==> src/rtl/led_chaser_pkg.sv <==
// led_chaser_pkg
// Shared definitions for the LED chaser:
//   - mode encodings for the mode select input
//   - clog2 helper used to size counters and the step index
//   - params_legal helper that the top uses to reject bad parameter sets
package led_chaser_pkg;

    localparam logic [1:0] MODE_SWEEP  = 2'd0;
    localparam logic [1:0] MODE_BOUNCE = 2'd1;
    localparam logic [1:0] MODE_FILL   = 2'd2;
    localparam logic [1:0] MODE_HOLD   = 2'd3;

    // Number of bits needed to hold values 0..value-1 (0 for value <= 1).
    function automatic int clog2(input int value);
        int result;
        result = 0;
        for (int v = value - 1; v > 0; v = v >> 1) begin
            result = result + 1;
        end
        return result;
    endfunction

    // LEDs must split evenly into groups, and the prescaler needs at least
    // two clocks per step.
    function automatic bit params_legal(input int num_leds, input int group,
                                        input int tick_div);
        return (group > 0) && (num_leds >= group) &&
               (num_leds % group == 0) && (tick_div >= 2);
    endfunction

endpackage

==> src/rtl/led_tick_gen.sv <==
// led_tick_gen
// Step prescaler for the LED chaser. Counts enabled clocks and raises
// tick for the single clock in which the count sits at TICK_DIV-1, so a
// tick occurs every TICK_DIV enabled clocks.
// Ports:
//   clk     - system clock, rising edge
//   reset_n - asynchronous active-low reset
//   en      - count enable; low preserves the partial count
//   clear   - synchronous clear, wins over en and suppresses tick
//   tick    - combinational step request, valid in the terminal-count clock
module led_tick_gen
    import led_chaser_pkg::*;
#(
    parameter int TICK_DIV = 25_000_000
) (
    input  logic clk,
    input  logic reset_n,
    input  logic en,
    input  logic clear,
    output logic tick
);

    localparam int               CNT_W   = clog2(TICK_DIV);
    localparam logic [CNT_W-1:0] CNT_MAX = CNT_W'(TICK_DIV - 1);

    logic [CNT_W-1:0] cnt;

    // A clear in the same clock as terminal count must not produce a step,
    // so tick is masked by clear as well as gated by en.
    assign tick = en && !clear && (cnt == CNT_MAX);

    // Prescaler counter: clear has priority, then wrap at terminal count.
    // When en is low the count is simply held, so a frozen step resumes
    // exactly where it left off.
    always_ff @(posedge clk or negedge reset_n) begin
        if (!reset_n) begin
            cnt <= '0;
        end else if (clear) begin
            cnt <= '0;
        end else if (en) begin
            if (cnt == CNT_MAX) begin
                cnt <= '0;
            end else begin
                cnt <= cnt + CNT_W'(1);
            end
        end
    end

endmodule

==> src/rtl/led_chaser_n.sv <==
// led_chaser_n
// Parametrised LED pattern sequencer. A prescaler paces a step index that
// walks a mode-selected pattern (SWEEP, BOUNCE, FILL) across NUM_LEDS
// outputs lit in groups of GROUP; HOLD freezes everything.
// Ports:
//   clk     - system clock, rising edge
//   reset_n - asynchronous active-low reset
//   en      - run enable; low freezes prescaler and step index
//   dir     - 1: travel high group to low group, 0: low to high
//   mode    - 0 SWEEP, 1 BOUNCE, 2 FILL, 3 HOLD
//   leds    - registered LED drive, active-high, one clock behind idx
//   step    - one-clock pulse in the cycle idx takes its new value
//   idx_o   - current step index
module led_chaser_n
    import led_chaser_pkg::*;
#(
    parameter int NUM_LEDS = 10,
    parameter int GROUP    = 2,
    parameter int TICK_DIV = 25_000_000,
    parameter int IDX_W    = clog2(NUM_LEDS / GROUP + 2)
) (
    input  logic                clk,
    input  logic                reset_n,
    input  logic                en,
    input  logic                dir,
    input  logic [1:0]          mode,
    output logic [NUM_LEDS-1:0] leds,
    output logic                step,
    output logic [IDX_W-1:0]    idx_o
);

    localparam int P = NUM_LEDS / GROUP;

    localparam logic [IDX_W-1:0] IDX_SWEEP_LAST = IDX_W'(P + 1);
    localparam logic [IDX_W-1:0] IDX_FILL_LAST  = IDX_W'(P);
    localparam logic [IDX_W-1:0] IDX_POS_LAST   = IDX_W'(P - 1);

    if (!params_legal(NUM_LEDS, GROUP, TICK_DIV)) begin : g_bad_params
        $error("led_chaser_n: NUM_LEDS must be a multiple of GROUP and TICK_DIV >= 2");
    end

    logic [IDX_W-1:0]    idx;
    logic [IDX_W-1:0]    idx_next;
    logic                bdir;
    logic                bdir_next;
    logic [1:0]          last_mode;
    logic                hold;
    logic                restart;
    logic                tick;
    logic [P-1:0]        pos_mask;
    logic [NUM_LEDS-1:0] pattern;

    assign hold    = (mode == MODE_HOLD);
    assign restart = !hold && (mode != last_mode);
    assign idx_o   = idx;

    led_tick_gen #(
        .TICK_DIV (TICK_DIV)
    ) u_tick_gen (
        .clk     (clk),
        .reset_n (reset_n),
        .en      (en && !hold),
        .clear   (restart),
        .tick    (tick)
    );

    // Next index for each mode. BOUNCE turns around on the end position
    // itself rather than repeating it, giving a 2P-2 step period; with a
    // single position there is nowhere to go and the index stays at 0.
    always_comb begin
        idx_next  = idx;
        bdir_next = bdir;
        case (mode)
            MODE_SWEEP: idx_next = (idx >= IDX_SWEEP_LAST) ? '0 : idx + IDX_W'(1);
            MODE_FILL:  idx_next = (idx >= IDX_FILL_LAST) ? '0 : idx + IDX_W'(1);
            MODE_BOUNCE: begin
                if (P > 1) begin
                    if (!bdir) begin
                        if (idx >= IDX_POS_LAST) begin
                            bdir_next = 1'b1;
                            idx_next  = idx - IDX_W'(1);
                        end else begin
                            idx_next = idx + IDX_W'(1);
                        end
                    end else begin
                        if (idx == '0) begin
                            bdir_next = 1'b0;
                            idx_next  = IDX_W'(1);
                        end else begin
                            idx_next = idx - IDX_W'(1);
                        end
                    end
                end
            end
            default: idx_next = idx;
        endcase
    end

    // Pattern decode in two stages: first which travel positions are lit,
    // then map positions onto physical groups according to dir. Keeping
    // dir out of the first stage lets a dir flip take effect on the very
    // next leds update without touching the sequence state.
    always_comb begin
        pos_mask = '0;
        pattern  = '0;
        for (int p = 0; p < P; p++) begin
            case (mode)
                MODE_SWEEP:  pos_mask[p] = (idx == '0) || (idx == IDX_W'(p + 1));
                MODE_BOUNCE: pos_mask[p] = (idx == IDX_W'(p));
                MODE_FILL:   pos_mask[p] = (idx > IDX_W'(p));
                default:     pos_mask[p] = 1'b0;
            endcase
        end
        for (int g = 0; g < P; g++) begin
            pattern[g*GROUP +: GROUP] = {GROUP{dir ? pos_mask[P-1-g] : pos_mask[g]}};
        end
    end

    // Sequence state and registered outputs. HOLD freezes idx, bdir and
    // leds and keeps step low. A switch to a different running mode
    // restarts the sequence and takes priority over any coincident tick;
    // last_mode only tracks running modes, so passing through HOLD back
    // into the same mode resumes rather than restarting.
    always_ff @(posedge clk or negedge reset_n) begin
        if (!reset_n) begin
            idx       <= '0;
            bdir      <= 1'b0;
            last_mode <= MODE_SWEEP;
            leds      <= '0;
            step      <= 1'b0;
        end else if (hold) begin
            step <= 1'b0;
        end else begin
            leds <= pattern;
            if (restart) begin
                idx       <= '0;
                bdir      <= 1'b0;
                last_mode <= mode;
                step      <= 1'b0;
            end else begin
                step <= tick;
                if (tick) begin
                    idx  <= idx_next;
                    bdir <= bdir_next;
                end
            end
        end
    end

endmodule

==> config.mk <==
export PLATFORM = sky130hd
export DESIGN_NAME = led_chaser_n
export DESIGN_NICKNAME = d
export VERILOG_FILES = /design/src/rtl/led_chaser_pkg.sv /design/src/rtl/led_tick_gen.sv /design/src/rtl/led_chaser_n.sv
export SDC_FILE = /design/constraint.sdc
export NUM_CORES = 1
export LEC_CHECK = 0
export ABC_AREA = 0
export CAP_MARGIN = 10
export CELL_PAD_IN_SITES_DETAIL_PLACEMENT = 0
export CELL_PAD_IN_SITES_GLOBAL_PLACEMENT = 1
export CORE_MARGIN = 4
export CORE_UTILIZATION = 45
export CTS_CLUSTER_DIAMETER = 40
export DETAILED_ROUTE_END_ITERATION = 12
export PLACE_DENSITY = 0.87
export SYNTH_ARGS = -nofsm -noshare
export SYNTH_HDL_FRONTEND = slang
export SYNTH_SLANG_ARGS = --single-unit
==> constraint.sdc <==
create_clock -name clk -period 2.85 [get_ports clk]
set_clock_uncertainty 0.2 [all_clocks]
set_input_delay 0.855 -clock clk [delete_from_list [all_inputs] [get_ports clk]]
set_output_delay 0.855 -clock clk [all_outputs]
set_load 0.05 [all_outputs]
==> metrics.yaml <==
finish:
  syn2layout_area_growth_pct: 17.32
  drive_above_1_share_pct: 17.26
  register_area_sq_um: 925.9
  fillers: 515
  fin_cells: 408
  num-nets-final: 352
  fin_area_sq_mm: 0.003068
  multiInputGateArea_sq_mm: 0.001493
  n_antenna_cell: 0
clock_network:
  cts-hold-fix-buffers: 0
  cts.clk_slew.worst_paths_ns: 0.07
  cts_max_level: 2
  cts_tree: "done"
  root_buffer: "clkbuf_8"
  clock_sink_count: 37
  cts_buffers: 5
  clockBufferDepth: 2
  clock_latency_ns: 0.29
  cts_resized: 0
  postCtsSetupBuffers: 0
placed_design:
  place_area_sq_mm: 0.002988
  place_inst: 400
  place.gp.congestion: 0.8562
  io_buffers: 19
  hpwl_um: 4538
worst_setup_path:
  critical_path_required_ns: 2.88
  crit_type: "input pin to flip-flop"
  critPathLaunchType: "input pin"
  crit_arrival_ns: 2.74
  cp_max_fo: 8
  end_kind: "flip-flop"
  r2r_cells: 6
floorplan:
  dieArea_sq_mm: 0.007095
  core-area_sq_mm: 0.005574
  start_util_pct: 46.91
  die_h_um: 84.23
  placementRows: 27
  die_w_um: 84.23
  io_pins: 20
flow_run:
  cap_viol_max_count: 0
synthesis:
  netlist.area_leader.share_pct: 35.41
  seq_area_frac_synth_pct: 35.41
  ys_types: 60
  avgSynthCellArea_sq_um: 8.688
  yosys_register_bits: 37
  async_flop_share_pct: 100.0
  yosys.area.top_type: "dfrtp_1"
  yosys_warnings: 0
  synth_ff_type: "dfrtp_1"
  synth.area.top_cells: "dfrtp_1 35%, ha_1 5.3%, a21oi_1 5.0%"
  synth_area_sq_mm: 0.002615
  synthCells: 301
  synth_fp_nets: 318
  yosys-top-cells-count: "37 x dfrtp_1, 34 x nand2_1, 26 x a21oi_1"
  synth_most_common_cell: "dfrtp_1"
  synth_edf_count: 0
sta:
  maxSlewHeadroom_pct: 66.66
  rsz0062_at_grt: "no"
  tns_ns: 0
  timing.hold.ws_ns: 0.3096
  slew_viol_final: 0
  fmaxAchievable_mhz: 368.4
  hold_viol: 0
  setup-violations-final: 0
  worst_pin_slew_ns: 0.4986
  post-route-period-util_pct: 95.23
  min_period_ns: 2.714
min_path:
  hold_class: "input pin to asynchronous set/reset pin"
power:
  power.density_mw_per_mm2: 380.3
  peakVddDrop_mv: 0.3365
  p_leak_nw: 1.334
outcome:
  outcome: "complete, no violations"
route:
  wire_per_inst_um: 15.47
  first_pass_iters: 4
  drt_iter0_drc: 187
  viasPerCell: 5.850
  drc_errors: 0
  ant_nets: 0
  vias: 2387
  wl_um: 6312
global_route:
  grt_util_all_layers_pct: 18.66
  grt_pass1_wl_um: 10920
  grt_max_degree: 21
  antenna_found_initial: 0
  grt_pass1_vias: 2306
  grt_overflow_total: 0
-- kinds of logic (layout without fill, tap and decap cells) --
family / Yosys count / after routing / synth area share (%)
muxes: 6 / 6 / 2.488
buffers and inverters: 35 / 70 / 7.512
DFF: 37 / 37 / 35.41
adders and majority gates: 11 / 11 / 5.263
xor gates and xnor gates: 2 / 2 / 1.244
and+or+nand+nor: 114 / 114 / 25.17
AOI/OAI and AO/OA: 96 / 96 / 22.92
-- worst max-delay path, cell delays in order --
cell	delay [ns]
clkdlybuf4s50_1	0.51
buf_4	0.20
xnor2_2	0.18
nand4b_1	0.19
a31oi_4	0.23
buf_12	0.14
or3b_1	0.33
nand3_1	0.10
-- routing by layer --
layer,wire [um],GRT usage [%]
met1,3023,25.78
met2,2814,29.77
met3,373,3.533
met4,101,5.409
met5,0,0
-- worst paths after layout --
kind / startpoint / slack [ns] / to
setup / recovery: mode[0] / 0.14 / u_tick_gen.cnt[19]$_DFFE_PN0P_
hold / removal: reset_n / 0.31 / leds[3]$_DFFE_PN0P_
setup reg to reg: u_tick_gen.cnt[1]$_DFFE_PN0P_ / 0.64 / u_tick_gen.cnt[14]$_DFFE_PN0P_
hold reg to reg: u_tick_gen.cnt[13]$_DFFE_PN0P_ / 0.32 / u_tick_gen.cnt[13]$_DFFE_PN0P_
max in group asynchronous: reset_n / 1.62 / u_tick_gen.cnt[6]$_DFFE_PN0P_
min in group clk: u_tick_gen.cnt[13]$_DFFE_PN0P_ / 0.32 / u_tick_gen.cnt[13]$_DFFE_PN0P_
-- state kept, by name, indices dropped and copies added, names as in the netlist --
signal          cells
step                1
last_mode           2
u_tick_gen.cnt     25
idx_o               3
leds                5
bdir                1
-- cells in the final DEF (no fill, tap or decap), types with 5 or more instances in the layout --
cell type and instances:
nor2b_1 7, nand3_1 19, a21oi_1 26, clkdlybuf4s50_1 16, inv_1 13, nand4_1 8
nand2_1 34, dfrtp_1 37, buf_4 30, ha_1 11, o21ai_0 23, clkbuf_8 5
a31oi_1 19, nor2_1 11
-- area by class of cell --
type | instances | share of cell area, %
Clock buffer | 8 | 2.610
Inverter | 13 | 1.591
Multi-Input combinational cell | 229 | 48.65
Sequential cell | 37 | 30.18
Tap cell | 72 | 2.936
Timing Repair Buffer | 49 | 14.03
-- power breakdown --
part	leakage (nW)	switching [mW]	total (mW)	internal [mW]
Combinational	0.789	0.155	0.263	0.107
Clock	0.0395	0.181	0.355	0.174
Sequential	0.505	0.0122	0.550	0.537
Total	1.33	0.348	1.17	0.819
-- stage by stage --
| step | power (mW) | setup slack (ns) | util, % |
|---|---|---|---|
| 2_1_floorplan | 0.7181 | 0.3803 | - |
| 3_3_place_gp | 0.8180 | -0.1123 | 53.60 |
| 3_5_place_dp | 0.8221 | -0.1624 | 53.60 |
| 4_1_cts | 1.180 | 0.1377 | 55.04 |
| 5_1_grt | 1.226 | 0.03793 | 55.04 |
| 6_report | 1.167 | 0.1358 | 55.04 |
No activity file was read; power rests on OpenSTA's default activity.
